--- src/rtl/microsequencer_pkg.sv ---
// Shared control-unit definitions: next-state type encodings and the
// default microstore geometry used by the sequencer, microstore and control register.
package microsequencer_pkg;

    localparam int unsigned ADDR_WIDTH_DEF  = 7;
    localparam int unsigned RESET_STATE_DEF = 0;
    localparam int unsigned FETCH_STATE_DEF = 1;

    typedef enum logic [2:0] {
        NS_DISPATCH  = 3'b000,
        NS_FETCH     = 3'b001,
        NS_JUMP      = 3'b010,
        NS_INCR      = 3'b011,
        NS_CJUMP     = 3'b100,
        NS_CDISPATCH = 3'b101,
        NS_CALL      = 3'b110,
        NS_CRETURN   = 3'b111
    } ns_type_e;

endpackage

--- src/rtl/microsequencer_if.sv ---
// Control-register / decoder side of the microsequencer. There is no handshake:
// inputs are sampled every rising Clk edge and State/Return_State are registered outputs.
interface microsequencer_if
    import microsequencer_pkg::*;
#(
    parameter int unsigned ADDR_WIDTH = ADDR_WIDTH_DEF
) ();

    logic                  Condition;
    logic                  Inv;
    logic [2:0]            N;
    logic [ADDR_WIDTH-1:0] CR_Address;
    logic [ADDR_WIDTH-1:0] Decoder_Address;
    logic [ADDR_WIDTH-1:0] State;
    logic [ADDR_WIDTH-1:0] Next_State;
    logic [ADDR_WIDTH-1:0] Return_State;

    modport master (
        output Condition, Inv, N, CR_Address, Decoder_Address,
        input  State, Next_State, Return_State
    );

    modport slave (
        input  Condition, Inv, N, CR_Address, Decoder_Address,
        output State, Next_State, Return_State
    );

endinterface

--- src/rtl/microsequencer_next_state_select.sv ---
// Purely combinational next-microstate selection from the qualified condition,
// the next-state type and the candidate address sources.
module next_state_select
    import microsequencer_pkg::*;
#(
    parameter int unsigned ADDR_WIDTH  = ADDR_WIDTH_DEF,
    parameter int unsigned FETCH_STATE = FETCH_STATE_DEF
) (
    input  logic                  cq_i,
    input  logic [2:0]            n_i,
    input  logic [ADDR_WIDTH-1:0] incr_i,
    input  logic [ADDR_WIDTH-1:0] state_i,
    input  logic [ADDR_WIDTH-1:0] cr_address_i,
    input  logic [ADDR_WIDTH-1:0] decoder_address_i,
    input  logic [ADDR_WIDTH-1:0] return_state_i,
    output logic [ADDR_WIDTH-1:0] next_state_o
);

    always_comb begin
        next_state_o = incr_i;
        case (ns_type_e'(n_i))
            NS_DISPATCH:  next_state_o = decoder_address_i;
            NS_FETCH:     next_state_o = ADDR_WIDTH'(FETCH_STATE);
            NS_JUMP:      next_state_o = cr_address_i;
            NS_INCR:      next_state_o = incr_i;
            NS_CJUMP:     next_state_o = cq_i ? cr_address_i : incr_i;
            NS_CDISPATCH: next_state_o = cq_i ? decoder_address_i : incr_i;
            NS_CALL:      next_state_o = cr_address_i;
            // A false condition holds in place: the memory-wait loop.
            NS_CRETURN:   next_state_o = cq_i ? return_state_i : state_i;
            default:      next_state_o = incr_i;
        endcase
    end

endmodule

--- src/rtl/microsequencer.sv ---
// Microprogram sequencer: current microstate register, single-level return
// register, incrementer and condition qualification.
module microsequencer
    import microsequencer_pkg::*;
#(
    parameter int unsigned ADDR_WIDTH  = ADDR_WIDTH_DEF,
    parameter int unsigned RESET_STATE = RESET_STATE_DEF,
    parameter int unsigned FETCH_STATE = FETCH_STATE_DEF
) (
    input  logic             Clk,
    input  logic             Reset,
    microsequencer_if.slave  bus
);

    logic [ADDR_WIDTH-1:0] state_q,  state_d;
    logic [ADDR_WIDTH-1:0] return_q, return_d;
    logic [ADDR_WIDTH-1:0] incr;
    logic                  cq;

    assign cq   = bus.Condition ^ bus.Inv;
    assign incr = state_q + ADDR_WIDTH'(1);

    next_state_select #(
        .ADDR_WIDTH  (ADDR_WIDTH),
        .FETCH_STATE (FETCH_STATE)
    ) u_next_state_select (
        .cq_i              (cq),
        .n_i               (bus.N),
        .incr_i            (incr),
        .state_i           (state_q),
        .cr_address_i      (bus.CR_Address),
        .decoder_address_i (bus.Decoder_Address),
        .return_state_i    (return_q),
        .next_state_o      (state_d)
    );

    // Only a call writes the return register; nested calls simply overwrite it.
    always_comb begin
        return_d = return_q;
        if (ns_type_e'(bus.N) == NS_CALL) begin
            return_d = incr;
        end
    end

    always_ff @(posedge Clk) begin
        if (Reset) begin
            state_q  <= ADDR_WIDTH'(RESET_STATE);
            return_q <= ADDR_WIDTH'(RESET_STATE);
        end else begin
            state_q  <= state_d;
            return_q <= return_d;
        end
    end

    assign bus.State        = state_q;
    assign bus.Next_State   = state_d;
    assign bus.Return_State = return_q;

endmodule
--- src/flat_wrapper.sv ---
// flat-port wrapper written by rule: the top's interface ports become plain ports
module microsequencer_flat import microsequencer_pkg::*;
#(
    parameter int unsigned ADDR_WIDTH  = ADDR_WIDTH_DEF,
    parameter int unsigned RESET_STATE = RESET_STATE_DEF,
    parameter int unsigned FETCH_STATE = FETCH_STATE_DEF
)
  (Clk, Reset, bus_Condition, bus_Inv, bus_N, bus_CR_Address, bus_Decoder_Address, bus_State, bus_Next_State, bus_Return_State);
  microsequencer_if #(.ADDR_WIDTH(ADDR_WIDTH)) bus_i ();
  input  logic Clk;
  input  logic Reset;
  input wire logic [$bits(bus_i.Condition)-1:0] bus_Condition;
  input wire logic [$bits(bus_i.Inv)-1:0] bus_Inv;
  input wire logic [$bits(bus_i.N)-1:0] bus_N;
  input wire logic [$bits(bus_i.CR_Address)-1:0] bus_CR_Address;
  input wire logic [$bits(bus_i.Decoder_Address)-1:0] bus_Decoder_Address;
  output wire logic [$bits(bus_i.State)-1:0] bus_State;
  output wire logic [$bits(bus_i.Next_State)-1:0] bus_Next_State;
  output wire logic [$bits(bus_i.Return_State)-1:0] bus_Return_State;
  assign bus_i.Condition = bus_Condition;
  assign bus_i.Inv = bus_Inv;
  assign bus_i.N = bus_N;
  assign bus_i.CR_Address = bus_CR_Address;
  assign bus_i.Decoder_Address = bus_Decoder_Address;
  assign bus_State = bus_i.State;
  assign bus_Next_State = bus_i.Next_State;
  assign bus_Return_State = bus_i.Return_State;
  microsequencer #(.ADDR_WIDTH(ADDR_WIDTH), .RESET_STATE(RESET_STATE), .FETCH_STATE(FETCH_STATE)) u_core (.Clk(Clk), .Reset(Reset), .bus(bus_i));
endmodule
--- config.mk ---
export PLATFORM = sky130hd
export DESIGN_NAME = microsequencer_flat
export DESIGN_NICKNAME = d
export VERILOG_FILES = /design/src/rtl/microsequencer_pkg.sv /design/src/rtl/microsequencer_if.sv /design/src/rtl/microsequencer_next_state_select.sv /design/src/rtl/microsequencer.sv /design/src/flat_wrapper.sv
export SDC_FILE = /design/constraint.sdc
export NUM_CORES = 1
export LEC_CHECK = 0
export BUFFER_PORTS_ARGS = -buffer_cell sky130_fd_sc_hd__clkbuf_2
export CELL_PAD_IN_SITES_DETAIL_PLACEMENT = 1
export CELL_PAD_IN_SITES_GLOBAL_PLACEMENT = 2
export CORE_ASPECT_RATIO = 1.75
export CORE_MARGIN = 3
export CORE_UTILIZATION = 29
export DETAILED_ROUTE_END_ITERATION = 16
export PLACE_DENSITY = 0.9
export SYNTH_ARGS = -nofsm -noshare
export SYNTH_HDL_FRONTEND = slang
export SYNTH_HIERARCHICAL = 1
export SYNTH_SLANG_ARGS = --single-unit
export TNS_END_PERCENT = 30
--- constraint.sdc ---
create_clock -name Clk -period 2.85 [get_ports Clk]
set_input_delay 0.285 -clock Clk [delete_from_list [all_inputs] [get_ports Clk]]
set_output_delay 0.285 -clock Clk [all_outputs]
set_load 0.03 [all_outputs]
==> results.cfg <==
[synthesis]
synth.area.top_cells = dfxtp_1 25%, mux2i_1 15%, nor2_1 5.3%
synth_top_area_cell = dfxtp_1
syn-cell-area_mm2 = 0.001130
async_flop_share_pct = 0
yosysTopAreaCellShare_pct = 24.81
synth-main-ff-cell = dfxtp_1
ys_ff_latch = 14
synth_cell_types = 32
synth_common_cells = 17 x mux2i_1, 16 x nor2_1, 14 x dfxtp_1
synth.most_common_cell = mux2i_1
syn_area_per_cell_um2 = 8.070
synth_cells = 140
yosysSeqAreaShare_pct = 24.81
synth_fp_nets = 162
ys_warn_count = 6
synth_edf_count = 0

[cells_and_area]
num_antenna_cells = 0
fin_nets = 201
drive_gt1_share_pct = 29.38
design_area_mm2 = 0.001390
areaGrowthSynthToFinish_pct = 23.03

[placement]
dpl-instance-area_mm2 = 0.001348
hpwl_mm = 3.236
portBuffers = 41
place.gp.congestion = 0.8610

[power]
p_total_uw = 624.9
power_density_mw_per_mm2 = 449.6
ir_drop_uv = 318.5
leakagePower_uw = 0.0006327

[sta]
fmax_mhz = 366.9
hold_slack_ns = 0.4262
skew_ns = 0.004800
finalCriticalPeriod_ns = 2.725
finalSetupViolCount = 0
rsz0062_at_grt = no
fin_crit_sh_pct = 95.63
worst_pin_slew_ns = 0.4679
slew_headroom_pct = 68.81
finalHoldViolations = 0
fin_setup_tns_ns = 0
final_max_slew_viol_count = 0

[clock_network]
cts_hold_buf = 0
clock-root-buffer = clkbuf_8
postCtsSetupBuffers = 0
cts_buffer_depth = 2
clock-sinks = 14
cts_buffers = 3
path_clk_slew_ns = 0.06
cts_tree = built
clk_latency_ns = 0.24
htreeDepth = 1

[grt]
grt_start_max_net_pins = 20
grt_pass1_wl_mm = 6.534
antenna_found_initial = 0
first_global_vias = 1381
grt_overflow = 0
grtUsageTotal_pct = 18.65

[critical_path]
end_kind = output port
worstSetupPathType = register to output port
cp.required_ns = 2.57
cp_max_fo = 7
critical_path.startpoint_type = register
max_stage_delay_ns = 0.39
crit_arrival_ns = 2.44
path_cells = ha_1 -> nand3_2 -> or3_1 -> nand2_1 -> o22ai_1 -> a221o_1 -> a21oi_1 -> clkbuf_2
critPathSlowestCell = dfxtp_2

[die]
die-area_mm2 = 0.004711
start_util_pct = 30.53
ios = 42
core_mm2 = 0.003701
die_y_um = 88.57
rows = 29
die_w_um = 53.19

[outcome]
outcome = finished, final reports clean

[min_path]
hp-class = input port to register

[drt]
first_iter_violations = 15
drc = 0
via_per_inst = 5.552
wl_per_cell_um = 17.75
vias = 1238
routed_wl_mm = 3.959
dr.pass1.iters = 4
drt.antenna.violating_nets = 0

[flow_run]
drv_cap = 0
==> kinds of logic after synthesis <==
logic type | Yosys count | synth area share [%]
AND/OR/NAND/NOR | 48 | 21.71
AO/OA/AOI/OAI | 42 | 26.58
multiplexers | 17 | 15.06
buffers and inverters | 14 | 7.641
flip-flops | 14 | 24.81
XOR/XNOR | 4 | 3.100
adder cells (fa/ha/maj) | 1 | 1.107
==> critical path, delay by kind of cell, from the launching register on <==
kind	cells	cell delay, ns
flip-flops	1	0.39
buffers and inverters	1	0.26
adder cells (fa/ha/maj)	1	0.22
AND/OR/NAND/NOR	3	0.66
AO/OA/AOI/OAI	3	0.66
==> worst paths after layout <==
path                              startpoint  cells past startpoint  slack [ns]                    endpoint
hold / removal                         Reset                      2        0.43         u_core/bus.State[0]
hold reg to reg   u_core/bus.Return_State[4]                      2        0.52  u_core/bus.Return_State[4]
setup / recovery         u_core/bus.State[0]                      8        0.12           bus_Next_State[6]
setup reg to reg         u_core/bus.State[0]                      8        0.69         u_core/bus.State[6]
==> placed cells by master (no fill, tap or decap), types with 4 or more instances in the layout <==
cell type | Yosys | final
dfxtp_1 | 14 | 13
mux2i_1 | 17 | 17
nand2_1 | 9 | 9
o2bb2ai_1 | 6 | 6
a21oi_1 | 8 | 8
nor2b_1 | 8 | 8
a221o_1 | 4 | 4
o22ai_1 | 8 | 8
o21ai_0 | 6 | 6
clkbuf_2 | 0 | 41
inv_1 | 5 | 5
nor2_1 | 16 | 16
==> layer usage <==
| layer | vias up | part of all wire [%] | global-route usage (%) | routed length (µm) |
|---|---|---|---|---|
| met3 | 12 | 3.7 | 2.698 | 146 |
| met5 | - | 0 | 0 | 0 |
| met2 | 46 | 54 | 34.62 | 2136 |
| met4 | 0 | 3.1 | 7.442 | 122 |
| met1 | 585 | 39 | 20.43 | 1553 |
| li1 | 595 | - | - | - |
==> flip-flops by register name, indices dropped and copies added (netlist names) <==
register                 cells
u_core/bus.Return_State      7
u_core/bus.State             7
==> stage by stage <==
step	utilization [%]	std cells	setup WS [ns]
floorplan	-	140	0.3004
global placement	36.41	220	0.3755
detailed placement	36.41	220	0.3065
CTS	37.53	223	0.04375
global route	37.56	223	0.005114
finish	37.56	223	0.1247
==> layout make-up <==
| type | count | area, µm² |
|---|---|---|
| fillers | 497 | 2311 |
| well taps | 46 | 57.56 |
| inverters | 5 | 18.77 |
| repair buffers | 43 | 220.2 |
| flip-flops and latches | 14 | 281.5 |
| multi-input cells | 112 | 770.7 |
| clock buffers | 3 | 41.29 |
==> power breakdown <==
group,switching (µW),internal (µW),leakage (µW)
combinational,153,87.8,0.000496
sequential,16.6,209,0.000115
clock,64.8,93.3,0.0000216
total,235,390,0.000633
==> timing repair <==
item | 4_1_cts | 5_1_grt
gates resized for setup | 0 | 1
endpoints found under the setup margin | 0 | 1
hold endpoints to repair | 0 | 0
(Power assumes the default switching activity.)
